--- src/rtl/mul_ctrl.sv ---
`default_nettype none
// ============================================================================
// Module   : mul_ctrl
// Purpose  : Multi-cycle sequencer for the 32x32 signed multiplier. Holds the
//            operands stable for a settle window, captures the 64-bit product
//            into HI/LO and flags completion with a one-cycle done pulse.
// Revision : 1.0 - initial release
// ============================================================================
module mul_ctrl #(
  parameter int MUL_CYCLES = 2  // settle window in cycles, legal 1..15
) (
  input  logic        clk,
  input  logic        clr,
  input  logic        start,
  input  logic        abort,
  input  logic [31:0] a,
  input  logic [31:0] b,
  output logic [31:0] mul_q,
  output logic [31:0] mul_b,
  input  logic [63:0] mul_z,
  output logic        busy,
  output logic        done,
  output logic [31:0] hi,
  output logic [31:0] lo,
  output logic        ovf
);

  localparam logic [0:0] c_IDLE     = 1'b0;
  localparam logic [0:0] c_WAIT     = 1'b1;
  localparam logic [3:0] c_CNT_LOAD = 4'(MUL_CYCLES - 1);

  logic [0:0]  r_state;
  logic [0:0]  w_next_state;
  logic [3:0]  r_cnt;
  logic [31:0] r_mul_q;
  logic [31:0] r_mul_b;
  logic [31:0] r_hi;
  logic [31:0] r_lo;
  logic        r_ovf;
  logic        r_done;
  logic        w_accept;
  logic        w_capture;
  logic        w_ovf;

  // Qualified events: start only counts in IDLE; abort beats capture in WAIT.
  assign w_accept  = (r_state == c_IDLE) && start;
  assign w_capture = (r_state == c_WAIT) && !abort && (r_cnt == 4'd0);

  // Product overflows 32 signed bits when the upper word is not a pure
  // sign extension of the lower word.
  assign w_ovf = (mul_z[63:32] != {32{mul_z[31]}});

  // State register.
  always_ff @(posedge clk or posedge clr) begin
    if (clr) begin
      r_state <= c_IDLE;
    end else begin
      r_state <= w_next_state;
    end
  end

  // Next-state logic: leave WAIT on abort or when the window expires.
  always_comb begin
    w_next_state = r_state;
    case (r_state)
      c_IDLE: if (start) w_next_state = c_WAIT;
      c_WAIT: if (abort || (r_cnt == 4'd0)) w_next_state = c_IDLE;
      default: w_next_state = c_IDLE;
    endcase
  end

  // Output decode: busy is a pure function of the registered state.
  always_comb begin
    busy = 1'b0;
    if (r_state == c_WAIT) busy = 1'b1;
  end

  // Settle counter: loaded on accept, counts down while waiting.
  always_ff @(posedge clk or posedge clr) begin
    if (clr) begin
      r_cnt <= 4'd0;
    end else if (w_accept) begin
      r_cnt <= c_CNT_LOAD;
    end else if ((r_state == c_WAIT) && !abort && (r_cnt != 4'd0)) begin
      r_cnt <= r_cnt - 4'd1;
    end
  end

  // Operand latches: only an accepted start updates them.
  always_ff @(posedge clk or posedge clr) begin
    if (clr) begin
      r_mul_q <= 32'd0;
      r_mul_b <= 32'd0;
    end else if (w_accept) begin
      r_mul_q <= a;
      r_mul_b <= b;
    end
  end

  // Result capture; aborted operations leave HI/LO/ovf untouched.
  always_ff @(posedge clk or posedge clr) begin
    if (clr) begin
      r_hi  <= 32'd0;
      r_lo  <= 32'd0;
      r_ovf <= 1'b0;
    end else if (w_capture) begin
      r_hi  <= mul_z[63:32];
      r_lo  <= mul_z[31:0];
      r_ovf <= w_ovf;
    end
  end

  // Done pulse: high for exactly the cycle following a capture.
  always_ff @(posedge clk or posedge clr) begin
    if (clr) begin
      r_done <= 1'b0;
    end else begin
      r_done <= w_capture;
    end
  end

  assign mul_q = r_mul_q;
  assign mul_b = r_mul_b;
  assign hi    = r_hi;
  assign lo    = r_lo;
  assign ovf   = r_ovf;
  assign done  = r_done;

endmodule
`default_nettype wire

--- config.mk ---
export PLATFORM = sky130hd
export DESIGN_NAME = mul_ctrl
export DESIGN_NICKNAME = d
export VERILOG_FILES = /design/src/rtl/mul_ctrl.sv
export SDC_FILE = /design/constraint.sdc
export NUM_CORES = 1
export LEC_CHECK = 0
export ABC_AREA = 1
export CORE_MARGIN = 5
export CORE_UTILIZATION = 37
export CTS_BUF_LIST = sky130_fd_sc_hd__clkbuf_16
export DETAILED_ROUTE_END_ITERATION = 6
export PLACE_DENSITY = 0.78
export RECOVER_POWER = 100
export SYNTH_ARGS = -nofsm -noshare
export SYNTH_HDL_FRONTEND = slang
export SYNTH_SLANG_ARGS = --single-unit
--- constraint.sdc ---
create_clock -name clk -period 4.8 [get_ports clk]
set_input_delay 1.44 -clock clk [delete_from_list [all_inputs] [get_ports clk]]
set_output_delay 1.44 -clock clk [all_outputs]
set_load 0.02 [all_outputs]
==> run metrics, run 1 <==
Reg clk slew, reported paths ~0.05 ns; fillers ~1.3k; IO Pins approximately 260; VDD IR-drop max about 0.27 mV; via count 4885; Area Growth Syn to Fin 60.6%; Hold-fix buffers, CTS 0; number of remaining DRC errors 0; Setup-failing EPs final 0; PostCTS Resize Cnt 0; post-route ant nets 0; Iteration-0 DRC Markers 240; FF-to-FF path depth 8; CP Data Arrival Time 3.72 ns; Root Buffer clkbuf_16; clk_skew 0.00580 ns; worst hold path class reg2reg; Seq/Total Area, Yosys 62.8%; DRT Wirelength 15800 um; Rows 44; die area 0.0171 mm^2; nets ~1k; H-tree Lvls 4; CTS Buf Count 17; Starting Density a little under two fifths; share of cells above drive strength 1 under 10%; data required time of the worst path 5.05 ns; Yosys warnings 0; Multi-input gate area between 0.0015 and 0.002 mm^2; status finished with violations; final slew viol count 35; ANT cells 0; final hold violations 0; synthesized area 0.00538 mm^2; fin crit period between 3 and 4 ns; Core Area ~0.014 mm^2; Worst slew margin -24.7%; Setup crit start kind primary input; Syn Area/Cell 8.47 um^2; die height 131 um; commonest non-fill, non-tap cell in the layout nand2_1; Crit. End Element flip-flop; final cell area excluding filler cells around 0.0086 mm^2; violated checks capacitance limit, slew limit; largest net degree at the start of global routing around 100; top fanout value on the critical path between 40 and 50; initial antenna violation count 0; GRT Total Usage between 10% and 20%; Leakage between 4 and 5 nW; Mapped Nets 769; Clock Tree Buf Depth 2; critical path class in2reg; GRT overflow 0; Via-to-Cell Ratio about 4.5; Power Density about 620 mW/mm^2; dpl cell area approximately 0.0081 mm^2; final setup TNS 0 ns; actual slew at the worst max-slew pin between 1.5 and 2 ns; Fmax 288 MHz; number of global-route vias before repair ~4.6k; GP Congestion between 0.7 and 0.8; register area between 0.003 and 0.004 mm^2; first-pass GRT wire length ~24000 um; most frequent cells in the layout nand2_1 (401), dfrtp_1 (135), dlygate4sd3_1 (134), clkdlybuf4s50_1 (128), nor2_1 (26); clk_lat worst skew ~0.4 ns; Num Clock Sinks roughly 140; Unique masters post-synth 20; hpwl dp between 10000 and 15000 um; CTS tree built; Die W around 130 um; period utilization 72.3%; postcts setup bufs 0; max-cap viol count 1; DRT Pass-1 Iters 5; RSZ-0062 raised after global routing no; FF+latch count, synth ~140; WHS Path Cells 2; average wire per standard cell about 15 um; hold slack approximately 0.46 ns; Cells after Synth 635; PortBufs between 200 and 300
## path summary, 6_finish.rpt
check                            end  startpoint  slack (ns)
min in group asynchronous  mul_q[25]         clr        1.70
min                           hi[28]      hi[28]        0.46
max                           hi[31]       abort        1.33
min reg2reg                   hi[28]      hi[28]        0.46
max reg2reg                   lo[15]    r_cnt[0]        2.27
max in group asynchronous     lo[20]         clr        1.45
## cells in the mapped netlist (all sizes together)
master / count / share of area (%)
nand2: 401 / 28
dfrtp: 135 / 63
nor2: 27 / 2.1
buf: 24 / 2.7
inv: 16 / 1.1
o21ai: 12 / 1.1
nor3: 4 / 0.37
clkbuf: 3 / 0.21
nand3: 3 / 0.28
nand3b: 3 / 0.42
a21oi: 2 / 0.19
ha: 2 / 0.46
nand4: 2 / 0.23
o22ai: 1 / 0.12
## through the flow
step	instances	total power (W)	worst slack, ns	util (%)
floorplan	635	0.00315	1.68	-
global placement	1059	0.00443	1.64	56.4
detailed placement	1059	0.00448	1.57	56.4
CTS	1091	0.00566	1.91	60.0
global route	1091	0.00572	0.989	59.9
finish	1091	0.00538	1.33	59.9
## layout make-up
type,instances,area share (%)
Sequential cell,135,39.1
Tap cell,184,2.66
Inverter,16,0.709
Timing Repair Buffer,267,30.8
Clock buffer,17,4.92
Multi-Input combinational cell,457,20.7
Clock inverter,15,1.13
## state kept, by name (all words and copies together) (netlist names)
signal   cells
hi          32
lo          32
mul_b       32
mul_q       32
r_cnt        4
done         1
ovf          1
r_state      1
## logic make-up after synthesis
family,after synthesis,synth area share [%]
AOI/OAI and AO/OA,15,1.42
adders and majority gates,2,0.465
buffers and inverters,43,4.00
DFF,135,62.8
and+or+nand+nor,440,31.3
## report_power, final
part           switching [W]  internal [W]  leakage [nW]
logic                0.00138      0.000970          2.48
registers           0.000245       0.00164          1.68
clock network       0.000454      0.000693         0.270
total                0.00207       0.00330          4.43
## routing by layer
| metal | part of all wire [%] | wire (um) | global-route usage [%] |
|---|---|---|---|
| met5 | 0 | 0 | 0 |
| met1 | 41 | 6540 | 23.0 |
| met4 | 1.8 | 282 | 6.11 |
| met2 | 52 | 8190 | 30.4 |
| met3 | 5.2 | 816 | 4.43 |
## critical path, stage by stage
cell and delay (ns):
dlygate4sd3_1 0.53, nor2_1 0.20, clkinv_1 0.14, nor2_4 0.10
inv_1 0.32, clkbuf_2 0.66, nand2_1 0.20, o21ai_0 0.10
(Power assumes the default switching activity.)
==> run 2, diff against run 1 <==
==> constraint.sdc (replaced) <==
create_clock -name clk -period 3.1 [get_ports clk]
set_input_delay 0.93 -clock clk [delete_from_list [all_inputs] [get_ports clk]]
set_output_delay 0.93 -clock clk [all_outputs]
set_load 0.02 [all_outputs]
==> run metrics, run 2 (same netlist as run 1, synthesis figures left out) <==
status completed; Root Buffer clkbuf_16; Worst slew margin 12.6% (+37 points); final hold violations 0 (unchanged); GRT Total Usage 18.3% (+0.15 points); Setup crit start kind primary input; period utilization a little over 80%; initial antenna violation count 0 (unchanged); PortBufs 262 (unchanged); CTS tree built; Setup-failing EPs final 0 (unchanged); actual slew at the worst max-slew pin 1.31 ns (-0.561 ns); Iteration-0 DRC Markers 244 (+1.7%); number of remaining DRC errors 0 (unchanged); average wire per standard cell 14.5 um (-0.27%); post-route ant nets 0 (unchanged); DRT Pass-1 Iters 5 (unchanged); slowest cell on the critical path inv_1; fillers 1231 (-2.1%); Reg clk slew, reported paths 0.06 ns (about the same); VDD IR-drop max 0.476 mV (+75%); clk_skew 0.00703 ns (+0.00122 ns); first-pass GRT wire length 24300 um (+1.0%); Rows 44 (unchanged); met3 wire len 988 um (+21%); Power Density 1010 mW/mm^2 (+62%); H-tree Lvls 4 (unchanged); final cell area excluding filler cells 0.00883 mm^2 (+2.2%); clk_lat worst skew 0.41 ns (about the same); Highest Signal Layer met4; Die W 131 um (unchanged); data required time of the worst path 3.39 ns (-1.66 ns); die height 131 um (unchanged); CP Data Arrival Time 2.87 ns (-0.85 ns); fin crit period roughly 2.6 ns; share of cells above drive strength 1 4.08% (+0.44 points); crit path cell chain clkdlybuf4s50_1 -> nor2_2 -> inv_1 -> nor2_4 -> inv_1 -> buf_12 -> o21ai_0; nets 1028 (unchanged); Area Growth Syn to Fin 64.2%; hpwl dp 11100 um (-3.3%); final slew viol count 0 (-100%); Core Area 0.0144 mm^2 (unchanged); Crit. End Element flip-flop; commonest non-fill, non-tap cell in the layout nand2_1; CTS Buf Count 17 (unchanged); Leakage 4.51 nW (+1.9%); via count 4881 (-0.082%); final setup TNS 0 ns (unchanged); largest net degree at the start of global routing 136 (+33%); GRT overflow 0 (unchanged); PostCTS Resize Cnt 0 (unchanged); M1 WL 6340 um (-3.1%); Via-to-Cell Ratio 4.47 (about the same); IO Pins 263 (unchanged); max-cap viol count 0 (-1); metal2 WL 8030 um (-2.0%); RSZ-0062 raised after global routing no; Fmax around 390 MHz; ANT cells 0 (unchanged); Clock Tree Buf Depth 2 (unchanged); Hold-fix buffers, CTS 0 (unchanged); number of global-route vias before repair 4645 (+0.61%); CP max stage delay 0.89 ns (+0.23 ns); dpl cell area 0.00817 mm^2 (+0.46%); GP Congestion 0.776 (-0.96%); postcts setup bufs 0 (unchanged); DRT Wirelength 15800 um (-0.27%); critical path class in2reg; Starting Density 37.3% (unchanged); top fanout value on the critical path 39 (-17%); worst hold path class reg2reg; die area 0.0171 mm^2 (unchanged); Most common cell on crit path inv_1; most frequent cells in the layout nand2_1 (401), dfrtp_1 (135), dlygate4sd3_1 (133), clkdlybuf4s50_1 (129), nor2_1 (25); Num Clock Sinks 135 (unchanged)
run 2: cell types whose count changed in the layout (fill, tap and decap cells not counted), sizes merged:
cell and delta:
buf +1, bufinv +6, clkbuf -1, clkdlybuf4s50 +1
clkinv -5, clkinvlp -1, dlygate4sd3 -1
run 2: cell type report:
type,count,area [um^2],share of cell area (%)
Sequential cell,135,3380,38.2
Timing Repair Buffer,267,2690,30.5
Multi-Input combinational cell,457,1790,20.2
Clock buffer,17,425,4.82
Clock inverter,15,256,2.90
Tap cell,184,230,2.61
Inverter,16,63.8,0.722
run 2: where the power goes:
group	internal (W)	total (W)	switching, W
combinational	0.00153	0.00367	0.00214
sequential	0.00254	0.00291	0.000379
clock	0.00158	0.00232	0.000739
total	0.00564	0.00890	0.00326
run 2: final timing paths:
kind / depth (start not counted) / startpoint / endpoint / slack (ns)
max: 7 / abort / hi[9] / 0.52
min: 1 / r_cnt[3] / r_cnt[3] / 0.46
max reg2reg: 7 / r_cnt[0] / hi[9] / 0.91
min reg2reg: 1 / r_cnt[3] / r_cnt[3] / 0.46
max in group asynchronous: 3 / clr / lo[30] / 1.31
min in group asynchronous: 3 / clr / mul_b[7] / 1.18
run 2: per-layer routing:
metal / track usage [%] / up-vias
li1: - / 2451
met1: 22.6 / 2251
met2: 30.3 / 152
met3: 5.00 / 27
met4: 7.80 / 0
met5: 0 / -
run 2: per-stage QoR:
stage               util (%)  cells  hold WS, ns  total power, W  setup slack (ns)
floorplan                  -    635        0.434         0.00488             0.491
global placement        56.7   1059        0.451         0.00688             0.493
detailed placement      56.7   1059        0.454         0.00696             0.490
CTS                     61.4   1091        0.462         0.00935             0.714
global route            61.3   1091        0.478         0.00944             0.362
finish                  61.3   1091        0.460         0.00890             0.521
run 2: worst max-delay path, delay by kind of cell:
kind	cells	cell delay [ns]
buffers and inverters	4	1.72
and+or+nand+nor	2	0.10
AOI/OAI and AO/OA	1	0.10
